--- config.mk ---
export PLATFORM = sky130hd
export DESIGN_NAME = pb_stream_fifo
export DESIGN_NICKNAME = d
export VERILOG_FILES = /design/src/rtl/pb_stream_pkg.sv /design/src/rtl/pb_stream_ram.sv /design/src/rtl/pb_stream_fifo.sv
export SDC_FILE = /design/constraint.sdc
export NUM_CORES = 1
export LEC_CHECK = 0
export BUFFER_PORTS_ARGS = -buffer_cell sky130_fd_sc_hd__buf_2
export CORE_ASPECT_RATIO = 1.75
export CORE_UTILIZATION = 60
export CTS_CLUSTER_DIAMETER = 40
export CTS_CLUSTER_SIZE = 30
export DETAILED_ROUTE_END_ITERATION = 10
export PLACE_DENSITY = 0.77
export SYNTH_ARGS = -nofsm -noshare
export SYNTH_HDL_FRONTEND = slang
export SYNTH_SLANG_ARGS = --single-unit
--- constraint.sdc ---
create_clock -name ck1 -period 4 [get_ports ck1]
set_input_delay 0.4 -clock ck1 [delete_from_list [all_inputs] [get_ports ck1]]
set_output_delay 0.4 -clock ck1 [all_outputs]
set_load 0.005 [all_outputs]
--- src/rtl/pb_stream_pkg.sv ---
// Shared constants, pointer-width helper and word type for the pb_stream buffer.
package pb_stream_pkg;

  localparam int DEFAULT_DATA_W = 8;
  localparam int DEFAULT_DEPTH  = 16;

  // A depth of 1 would give a zero-width pointer, so clamp to one bit.
  function automatic int ptr_width(input int depth);
    return (depth > 1) ? $clog2(depth) : 1;
  endfunction

  typedef logic [DEFAULT_DATA_W-1:0] stream_word_t;

endpackage

--- src/rtl/pb_stream_ram.sv ---
// DEPTH x DATA_W register array: one synchronous write port, one asynchronous read port.
module pb_stream_ram
  import pb_stream_pkg::*;
#(
  parameter int DATA_W = DEFAULT_DATA_W,
  parameter int DEPTH  = DEFAULT_DEPTH,
  parameter int AW     = ptr_width(DEPTH)
) (
  input  logic              ck1,
  input  logic              we,
  input  logic [AW-1:0]     waddr,
  input  logic [DATA_W-1:0] wdata,
  input  logic [AW-1:0]     raddr,
  output logic [DATA_W-1:0] rdata
);

  // Storage is deliberately not reset; the pointers alone define what is valid.
  logic [DATA_W-1:0] mem [DEPTH];

  always_ff @(posedge ck1) begin
    if (we) begin
      mem[waddr] <= wdata;
    end
  end

  assign rdata = mem[raddr];

endmodule

--- src/rtl/pb_stream_fifo.sv ---
// Synchronous valid/ready FIFO: pointers, fill count and handshake around pb_stream_ram.
module pb_stream_fifo
  import pb_stream_pkg::*;
#(
  parameter int DATA_W = DEFAULT_DATA_W,
  parameter int DEPTH  = DEFAULT_DEPTH
) (
  input  logic                   ck1,
  input  logic                   rst_n,
  input  logic                   in_valid,
  output logic                   in_ready,
  input  logic [DATA_W-1:0]      in_data,
  output logic                   out_valid,
  input  logic                   out_ready,
  output logic [DATA_W-1:0]      out_data,
  output logic [$clog2(DEPTH):0] count,
  output logic                   full,
  output logic                   empty
);

  localparam int PW = ptr_width(DEPTH);
  localparam int CW = $clog2(DEPTH) + 1;

  logic [PW-1:0] wr_ptr;
  logic [PW-1:0] rd_ptr;
  logic          push;
  logic          pop;

  // Handshake: a transfer happens on a rising edge where valid && ready.
  // in_ready = !full (no pass-through when full), out_valid = !empty (no
  // bypass when empty); neither ready depends on the partner's valid.
  assign full      = (count == CW'(DEPTH));
  assign empty     = (count == '0);
  assign in_ready  = !full;
  assign out_valid = !empty;
  assign push      = in_valid && in_ready;
  assign pop       = out_valid && out_ready;

  always_ff @(posedge ck1) begin
    if (!rst_n) begin
      wr_ptr <= '0;
      rd_ptr <= '0;
      count  <= '0;
    end else begin
      if (push) wr_ptr <= wr_ptr + PW'(1);
      if (pop)  rd_ptr <= rd_ptr + PW'(1);
      if (push && !pop)      count <= count + CW'(1);
      else if (pop && !push) count <= count - CW'(1);
    end
  end

  pb_stream_ram #(
    .DATA_W (DATA_W),
    .DEPTH  (DEPTH),
    .AW     (PW)
  ) u_ram (
    .ck1   (ck1),
    .we    (push),
    .waddr (wr_ptr),
    .wdata (in_data),
    .raddr (rd_ptr),
    .rdata (out_data)
  );

endmodule

==> impl_metrics.env, run 1 <==
export IMPL_ir_drop_v=0.000489
export IMPL_htreeDepth=4
export IMPL_setup_violations=0
export IMPL_slew_limit_headroom_pct=39.0
export IMPL_cts_resized=0
export IMPL_cts_root_buffer="clkbuf_16"
export IMPL_p_leak_nw=2.23
export IMPL_cpPeakStageDelay_ns=0.60
export IMPL_swShare_pct=25.0
export IMPL_cts_tree="built"
export IMPL_pwr_share_clk_pct=35.6
export IMPL_ys_flop_type="edfxtp_1"
export IMPL_crit_required_ns=3.60
export IMPL_setup_tns_ns=0
export IMPL_final_nets=367
export IMPL_syn_area_sq_mm=0.00576
export IMPL_cp_arrival_ns=2.37
export IMPL_p_total_mw=4.21
export IMPL_cp_num_buf_inv=2
export IMPL_drtIter0Drc=159
export IMPL_synth_top_area_share_pct=66.8
export IMPL_start_util_pct=61.2
export IMPL_grt_overflow_total=0
export IMPL_dp_slack_ns=1.29
export IMPL_tightest_slew_ns=0.911
export IMPL_vias=2868
export IMPL_syn_area_per_cell_sq_um=18.7
export IMPL_synth_top_area_cell="edfxtp_1"
export IMPL_synth_most_common_cell="edfxtp_1"
export IMPL_grt_start_max_net_pins=33
export IMPL_fp_row_count=47
export IMPL_crit_cells=5
export IMPL_ys_async_sr_fraction_pct=0
export IMPL_clkLatencyLatePin_ns=0.41
export IMPL_die_area_sq_mm=0.0100
export IMPL_drv_slew=0
export IMPL_hold_slack_ns=0.373
export IMPL_cp_endpoint="out_data[1]"
export IMPL_synth_seq_cells=145
export IMPL_p_int_mw=3.15
export IMPL_r2r_slack_ns=1.27
export IMPL_power_switching_mw=1.05
export IMPL_power_share_sequential_pct=42.4
export IMPL_syn_nets=330
export IMPL_criticalPathCategory="flop to primary output"
export IMPL_vias_per_cell=5.99
export IMPL_clock_fmax_mhz=361
export IMPL_final_layout_size_suffix_gt1_share_pct=27.5
export IMPL_grtUsageTotal_pct=23.9
export IMPL_dp_hpwl_microns=7040
export IMPL_fp_dieH_microns=132
export IMPL_synthToLayoutAreaGrowth_pct=14.6
export IMPL_synth_common_cells="edfxtp_1 (128), mux4_2 (32), nand2_1 (18)"
export IMPL_post_cts_setup_buffers=0
export IMPL_ys_top_cells_by_area="edfxtp_1 (67%), mux4_2 (13%), dfxtp_1 (5.9%)"
export IMPL_die_w_microns=76.1
export IMPL_numCtsBuffers=17
export IMPL_min_path_type="input port to flop"
export IMPL_synth_edf_count=128
export IMPL_post_route_util_pct=70.1
export IMPL_yosysUniqueCellTypes=35
export IMPL_combPwrFrac_pct=22.0
export IMPL_pwr_density_cell_mw_per_mm2=638
export IMPL_rsz0062_at_grt="no"
export IMPL_rr_worst_depth=9
export IMPL_grt_pass1_wl_microns=17000
export IMPL_drtPass1Iterations=4
export IMPL_drt_antenna_violating_nets=0
export IMPL_clock_skew_ns=0.00939
export IMPL_grt_pass1_vias=3090
export IMPL_worst_slack_ns=1.23
export IMPL_period_needed_ns=2.77
export IMPL_crit_family="buffers and inverters"
export IMPL_core_area_sq_mm=0.00941
export IMPL_diodes=0
export IMPL_clock_sinks=145
export IMPL_gp_congestion=0.732
export IMPL_fin_crit_sh_pct=69.3
export IMPL_yosysWarnings=0
export IMPL_reg2reg_from="count[0]"
export IMPL_cp_end_kind="primary output"
export IMPL_fillerInstances=610
export IMPL_drt_wl_total_microns=10800
export IMPL_io_pins=29
export IMPL_r2r_end="count[3]"
export IMPL_status="completed"
export IMPL_io_buffers=28
export IMPL_crit_slowest_cell="mux4_2"
export IMPL_clk_pin_slew_ns=0.05
export IMPL_antenna_found_initial=0
export IMPL_seq_area_frac_synth_pct=72.7
export IMPL_syn_inst=308
export IMPL_cp_max_fo=32
export IMPL_hold_buffers=0
export IMPL_cp_start_kind="flop"
export IMPL_clock_path_buffers=2
export IMPL_routedWlPerCell_microns=22.5
export IMPL_max_cap_viol_count=0
export IMPL_hold_viol=0
export IMPL_crit_chain="buf_4 > mux4_2 > a22oi_1 > nand2_1 > buf_2"
export IMPL_drc=0
-- state kept, by name, summed over array words and instances (netlist names), named ones only --
signal	flops
u_ram.mem	128
count	5
rd_ptr	4
wr_ptr	4
-- cells in the final DEF (no fill, tap or decap), types with 2 or more instances in the layout --
cell type / Yosys / layout
a21oi_1: 2 / 2
xnor2_1: 6 / 6
o21a_1: 2 / 2
clkbuf_16: 0 / 17
bufinv_16: 0 / 2
a22oi_1: 16 / 16
edfxtp_1: 128 / 128
nor3_1: 5 / 3
buf_2: 4 / 28
ha_1: 9 / 9
mux4_2: 32 / 32
and2_1: 8 / 8
clkinv_2: 0 / 2
nand2b_1: 3 / 3
nand3_1: 4 / 4
dfxtp_1: 17 / 16
nand2_1: 18 / 18
nor2_1: 14 / 14
clkbuf_1: 7 / 6
clkbuf_8: 0 / 3
buf_4: 0 / 4
mux2i_1: 5 / 5
nor3_2: 0 / 2
nor2b_1: 5 / 5
inv_1: 6 / 6
-- worst reg2reg max path, cell delays in order (launching register included) --
cell and delay (ns):
dfxtp_1 0.38, nor4_1 0.62, a21boi_2 0.24, ha_1 0.26, inv_1 0.15, ha_1 0.18
a21o_2 0.09, a21oi_1 0.07, or4b_2 0.61, nand3_1 0.08
-- worst min path at each step --
| stage | from | to | cells past startpoint |
|---|---|---|---|
| after floorplan | in_data[0] | u_ram.mem[0][0] | 0 |
| after global placement | count[3] | count[3] | 2 |
| after detailed placement | count[3] | count[3] | 2 |
| after CTS | in_data[0] | u_ram.mem[4][0] | 1 |
| after global routing | in_data[0] | u_ram.mem[7][0] | 1 |
| final | in_data[0] | u_ram.mem[4][0] | 1 |
-- power by group through the flow --
| stage | logic, mW | registers [mW] | clock network, mW |
|---|---|---|---|
| floorplan | 0.682 | 1.81 | 0 |
| global placement | 0.916 | 1.81 | 0 |
| detailed placement | 0.938 | 1.82 | 0 |
| CTS | 0.947 | 1.79 | 1.52 |
| global route | 1.01 | 1.79 | 1.58 |
| finish | 0.924 | 1.79 | 1.50 |
-- metrics by stage --
step / instance area, sq um / cells
after floorplan: 5760 / 308
after global placement: 6030 / 448
after detailed placement: 6030 / 448
after CTS: 6600 / 479
after global routing: 6600 / 479
final: 6600 / 479
-- layout make-up --
| type | count | area, sq um | area share (%) |
|---|---|---|---|
| inverter | 6 | 22.5 | 0.341 |
| multi-input combinational | 143 | 1500 | 22.8 |
| sequential | 145 | 4190 | 63.4 |
| clock inverter | 5 | 77.6 | 1.18 |
| timing repair buffer | 32 | 170 | 2.58 |
| clock buffer | 26 | 489 | 7.41 |
| tap | 122 | 153 | 2.31 |
-- layer usage --
metal	wire, microns	GRT usage (%)	vias to the layer above
met5	0	0	-
met4	187	9.94	0
met3	498	6.11	11
met2	6260	43.9	94
met1	3820	25.7	1463
li1	-	-	1300
-- cells by family (layout without fill, tap and decap cells) --
| logic type | Yosys count | in the layout | synth area share [%] |
|---|---|---|---|
| flops | 145 | 145 | 72.7 |
| xor+xnor | 6 | 6 | 0.913 |
| simple gates | 62 | 62 | 5.35 |
| buf+inv | 20 | 69 | 1.41 |
| fa+ha+maj | 10 | 10 | 2.30 |
| mux | 37 | 37 | 13.4 |
| compound gates | 28 | 28 | 3.98 |
No activity file was read; power rests on OpenSTA's default activity.
==> run 2: changes to the inputs <==
CORE_UTILIZATION = 54   (was 60)
PLACE_DENSITY = 0.73   (was 0.77)
clock period = 2.5 ns   (was 4 ns; I/O delays follow)
==> run 2 against run 1 <==
Net effect: sequential cell count unchanged; first-iteration DRC count up 86%; combinational power up 80%; setup slack worse by 1.2 ns; clock skew down 0.0045 ns; final cell count up 6.1%; routed wire length up 4.9%; die area up 11%; non-clock buffer count up 23; global-route usage down 1.0 points; total power up 68%; cell area up 4.2%.
==> impl_metrics.env, run 2 (synthesis gave the netlist of run 1 again) <==
export IMPL_status="completed"
export IMPL_drt_antenna_violating_nets=0
export IMPL_clock_path_buffers=2
export IMPL_regArea_sq_mm=0.00419
export IMPL_final_nets=390
export IMPL_min_path_type="input port to flop"
export IMPL_start_util_pct=55.9
export IMPL_power_switching_mw=1.77
export IMPL_grtUsageTotal_pct=22.9
export IMPL_crit_family="simple AND/OR/NAND/NOR gates"
export IMPL_combPwrFrac_pct=23.4
export IMPL_drtIter0Drc=295
export IMPL_multiInputGateArea_sq_mm=0.00154
export IMPL_cp_common_cell="ha_4"
export IMPL_drtPass1Iterations=4
export IMPL_fp_row_count=49
export IMPL_die_area_sq_mm=0.0111
export IMPL_fin_crit_sh_pct=97.2
export IMPL_power_share_sequential_pct=40.4
export IMPL_clkLatencyLatePin_ns=0.41
export IMPL_fillerInstances=665
export IMPL_setup_violations=0
export IMPL_swShare_pct=25.0
export IMPL_layout_common_cells="edfxtp_1 (128), mux4_2 (32), buf_2 (28)"
export IMPL_routedWlPerCell_microns=22.2
export IMPL_slew_limit_headroom_pct=49.3
export IMPL_grt_start_max_net_pins=33
export IMPL_p_total_mw=7.09
export IMPL_antenna_found_initial=0
export IMPL_hold_slack_ns=0.221
export IMPL_cp_num_buf_inv=1
export IMPL_cp_start_kind="flop"
export IMPL_post_route_util_pct=66.8
export IMPL_layout_commonest_cell="edfxtp_1"
export IMPL_top_register="u_ram.mem"
export IMPL_dp_slack_ns=0.0525
export IMPL_crit_required_ns=2.85
export IMPL_setup_tns_ns=0
export IMPL_stdcell_count=508
export IMPL_max_cap_viol_count=0
export IMPL_tightest_slew_ns=0.759
export IMPL_gp_congestion=0.752
export IMPL_clk_pin_slew_ns=0.06
export IMPL_p_leak_nw=2.37
export IMPL_period_needed_ns=2.43
export IMPL_fp_dieH_microns=139
export IMPL_synthToLayoutAreaGrowth_pct=19.5
export IMPL_io_pins=29
export IMPL_largest_register_ffs=128
export IMPL_die_w_microns=80.1
export IMPL_crit_chain="or4_4 > o21ai_4 > ha_4 > inv_4 > ha_4 > a21o_2 > a21oi_1 > or4b_4 > nand3_1"
export IMPL_cpPeakStageDelay_ns=0.57
export IMPL_pwr_density_cell_mw_per_mm2=1030
export IMPL_finalInstanceArea_sq_mm=0.00688
export IMPL_grt_pass1_vias=3289
export IMPL_cts_tree="built"
export IMPL_io_buffers=28
export IMPL_grt_pass1_wl_microns=17700
export IMPL_largestRegisters="u_ram.mem x128, count x5"
export IMPL_vias_per_cell=5.97
export IMPL_worst_slack_ns=0.0705
export IMPL_ir_drop_v=0.000668
export IMPL_pwr_share_clk_pct=36.3
export IMPL_criticalPathCategory="flop to flop"
export IMPL_grt_overflow_total=0
export IMPL_core_area_sq_mm=0.0103
export IMPL_numCtsBuffers=17
export IMPL_diodes=0
export IMPL_dp_cells=475
export IMPL_hold_viol=0
export IMPL_clock_fmax_mhz=412
export IMPL_vias=3033
export IMPL_crit_slowest_cell="or4_4"
export IMPL_cp_arrival_ns=2.78
export IMPL_drv_slew=0
export IMPL_dp_hpwl_microns=7370
export IMPL_htreeDepth=4
export IMPL_cp_end_kind="flop"
export IMPL_cp_max_fo=5
export IMPL_cts_root_buffer="clkbuf_16"
export IMPL_drc=0
export IMPL_final_layout_size_suffix_gt1_share_pct=34.1
export IMPL_clock_sinks=145
export IMPL_place_area_sq_mm=0.00624
export IMPL_p_int_mw=5.32
export IMPL_clock_skew_ns=0.00487
export IMPL_drt_wl_total_microns=11300
## run 2: worst paths after layout
kind	from	endpoint	slack, ns	depth (start not counted)
max	count[3]	count[3]	0.07	9
min	in_data[0]	u_ram.mem[10][0]	0.22	1
max reg2reg	count[3]	count[3]	0.07	9
min reg2reg	count[3]	count[3]	0.54	2
## run 2: power by group through the flow
stage | Sequential, mW | Combinational, mW | Clock (mW)
6_report | 2.86 | 1.66 | 2.57
2_1_floorplan | 2.89 | 1.12 | 0
5_1_grt | 2.88 | 1.81 | 2.69
4_1_cts | 2.86 | 1.65 | 2.61
3_5_place_dp | 2.91 | 1.64 | 0
3_3_place_gp | 2.90 | 1.59 | 0
## run 2: routing by layer
layer / routed length (microns) / global-route usage (%) / vias up
li1: - / - / 1347
met1: 3890 / 25.0 / 1563
met2: 6590 / 40.4 / 101
met3: 552 / 5.79 / 22
met4: 272 / 10.8 / 0
met5: 0 / 0 / -
## run 2: timing repair
action	4_1_cts	5_1_grt
resized for setup	0	3
hold buffers	0	0
setup buffers	0	1
setup endpoints to repair	0	1
## run 2: cell type report
type / instances / area share, %
Sequential cell: 145 / 60.9
Multi-Input combinational cell: 143 / 22.4
Clock buffer: 21 / 6.55
Timing Repair Buffer: 55 / 5.16
Clock inverter: 11 / 2.36
Tap cell: 127 / 2.31
Inverter: 6 / 0.364
## run 2: worst reg2reg max path, stage by stage, from the launching register on
cell and delay [ns]:
dfxtp_2 0.35, or4_4 0.57, o21ai_4 0.19, ha_4 0.17
inv_4 0.06, ha_4 0.25, a21o_2 0.12, a21oi_1 0.08
or4b_4 0.48, nand3_1 0.09
==> run 3: changes to the inputs <==
--- a/constraint.sdc
+++ b/constraint.sdc
@@ -3,2 +3,2 @@
 set_output_delay 0.25 -clock ck1 [all_outputs]
-set_load 0.005 [all_outputs]
+set_load 0.02 [all_outputs]
==> run 3 against run 2 <==
Net effect: total power is 0.34% lower; combinational power increased by 7%; first-iteration DRC count rose by 2.7%; final cell count up 0.20%; clock skew rose by 0.0013 ns; sequential cell count unchanged; clock power shrank 8%; worst hold slack got worse by 0.0066 ns; critical endpoint unchanged; largest power group unchanged.
==> impl_metrics.env, run 3 (synthesis gave the netlist of run 1 again) <==
export IMPL_status="completed"
export IMPL_drt_wl_total_microns=10800
export IMPL_final_nets=391
export IMPL_fin_crit_sh_pct=98.2
export IMPL_numCtsBuffers=17
export IMPL_criticalPathCategory="flop to flop"
export IMPL_top_register="u_ram.mem"
export IMPL_stdcell_count=509
export IMPL_tightest_slew_ns=0.679
export IMPL_post_route_util_pct=66.6
export IMPL_diodes=0
export IMPL_drtIter0Drc=303
export IMPL_cts_root_buffer="clkbuf_16"
export IMPL_die_area_sq_mm=0.0111
export IMPL_regArea_sq_mm=0.00419
export IMPL_clock_fmax_mhz=407
export IMPL_start_util_pct=55.9
export IMPL_max_cap_viol_count=0
export IMPL_die_w_microns=80.1
export IMPL_grt_pass1_vias=3196
export IMPL_grt_pass1_wl_microns=17100
export IMPL_cpPeakStageDelay_ns=0.58
export IMPL_grtUsageTotal_pct=22.2
export IMPL_clock_skew_ns=0.00617
export IMPL_io_buffers=28
export IMPL_setup_violations=0
export IMPL_pwr_density_cell_mw_per_mm2=1030
export IMPL_drc=0
export IMPL_place_area_sq_mm=0.00625
export IMPL_routedWlPerCell_microns=21.2
export IMPL_fillerInstances=662
export IMPL_clock_sinks=145
export IMPL_worst_slack_ns=0.0455
export IMPL_vias=2991
export IMPL_setup_tns_ns=0
export IMPL_cp_num_buf_inv=1
export IMPL_crit_chain="or4_4 > o21ai_4 > ha_4 > inv_4 > ha_4 > a21o_2 > a21oi_1 > or4b_4 > nand3_1"
export IMPL_crit_required_ns=2.85
export IMPL_io_pins=29
export IMPL_crit_slowest_cell="or4_4"
export IMPL_period_needed_ns=2.45
export IMPL_hold_viol=0
export IMPL_slew_limit_headroom_pct=54.6
export IMPL_grt_start_max_net_pins=33
export IMPL_core_area_sq_mm=0.0103
export IMPL_cp_start_kind="flop"
export IMPL_final_layout_size_suffix_gt1_share_pct=35.1
export IMPL_drv_slew=0
export IMPL_cp_common_cell="ha_4"
export IMPL_cp_max_fo=5
export IMPL_finalInstanceArea_sq_mm=0.00686
export IMPL_synthToLayoutAreaGrowth_pct=19.1
export IMPL_cts_tree="built"
export IMPL_p_total_mw=7.06
export IMPL_dp_slack_ns=0.0222
export IMPL_htreeDepth=4
export IMPL_hold_slack_ns=0.214
export IMPL_largest_register_ffs=128
export IMPL_p_leak_nw=2.36
export IMPL_antenna_found_initial=0
export IMPL_dp_cells=476
export IMPL_crit_family="simple AND/OR/NAND/NOR gates"
export IMPL_vias_per_cell=5.88
export IMPL_layout_common_cells="edfxtp_1 (128), mux4_2 (32), buf_2 (28)"
export IMPL_fp_row_count=49
export IMPL_drtPass1Iterations=6
export IMPL_largestRegisters="u_ram.mem x128, count x5"
export IMPL_layout_commonest_cell="edfxtp_1"
export IMPL_cp_arrival_ns=2.81
export IMPL_fp_dieH_microns=139
export IMPL_clk_pin_slew_ns=0.05
export IMPL_drt_antenna_violating_nets=0
export IMPL_dp_hpwl_microns=7450
export IMPL_min_path_type="input port to flop"
export IMPL_gp_congestion=0.769
export IMPL_clock_path_buffers=2
export IMPL_cp_end_kind="flop"
export IMPL_ir_drop_v=0.000695
export IMPL_grt_overflow_total=0
export IMPL_clkLatencyLatePin_ns=0.42
export IMPL_multiInputGateArea_sq_mm=0.00155
-- run 3: final cells by class --
type                    instances  share of cell area [%]
clock buffers                  20                    6.51
clock inverters                12                    1.72
inverters                       6                   0.365
multi-input cells             143                    22.6
flip-flops and latches        145                    61.2
well taps                     127                    2.32
repair buffers                 56                    5.29
-- run 3: repair_timing --
item	4_1_cts	5_1_grt
hold endpoints to repair	0	0
setup endpoints to repair	0	8
hold buffers	0	0
setup buffers	0	1
resized for setup	0	5
-- run 3: path summary, 6_finish.rpt --
check	to	cells after the start	slack [ns]	from
max reg2reg	count[3]	9	0.05	count[3]
min	u_ram.mem[3][7]	1	0.21	in_data[7]
min reg2reg	count[3]	2	0.54	count[3]
max	count[3]	9	0.05	count[3]
-- run 3: routing by layer --
layer	vias up	track usage (%)	share of wire [%]
met5	-	0	0
met4	0	10.2	2.8
met3	25	6.25	4.1
met2	107	38.9	57
met1	1511	24.2	36
li1	1348	-	-
-- run 3: report_power, final --
part | internal [mW] | switching [mW] | total (mW)
logic | 0.891 | 0.893 | 1.78
clock network | 1.48 | 0.893 | 2.37
registers | 2.78 | 0.132 | 2.91
-- run 3: worst reg2reg max path: stages (launching register included) --
cell and delay, ns:
dfxtp_2 0.35, or4_4 0.58, o21ai_4 0.18, ha_4 0.18, inv_4 0.06, ha_4 0.26
a21o_2 0.11, a21oi_1 0.09, or4b_4 0.49, nand3_1 0.09
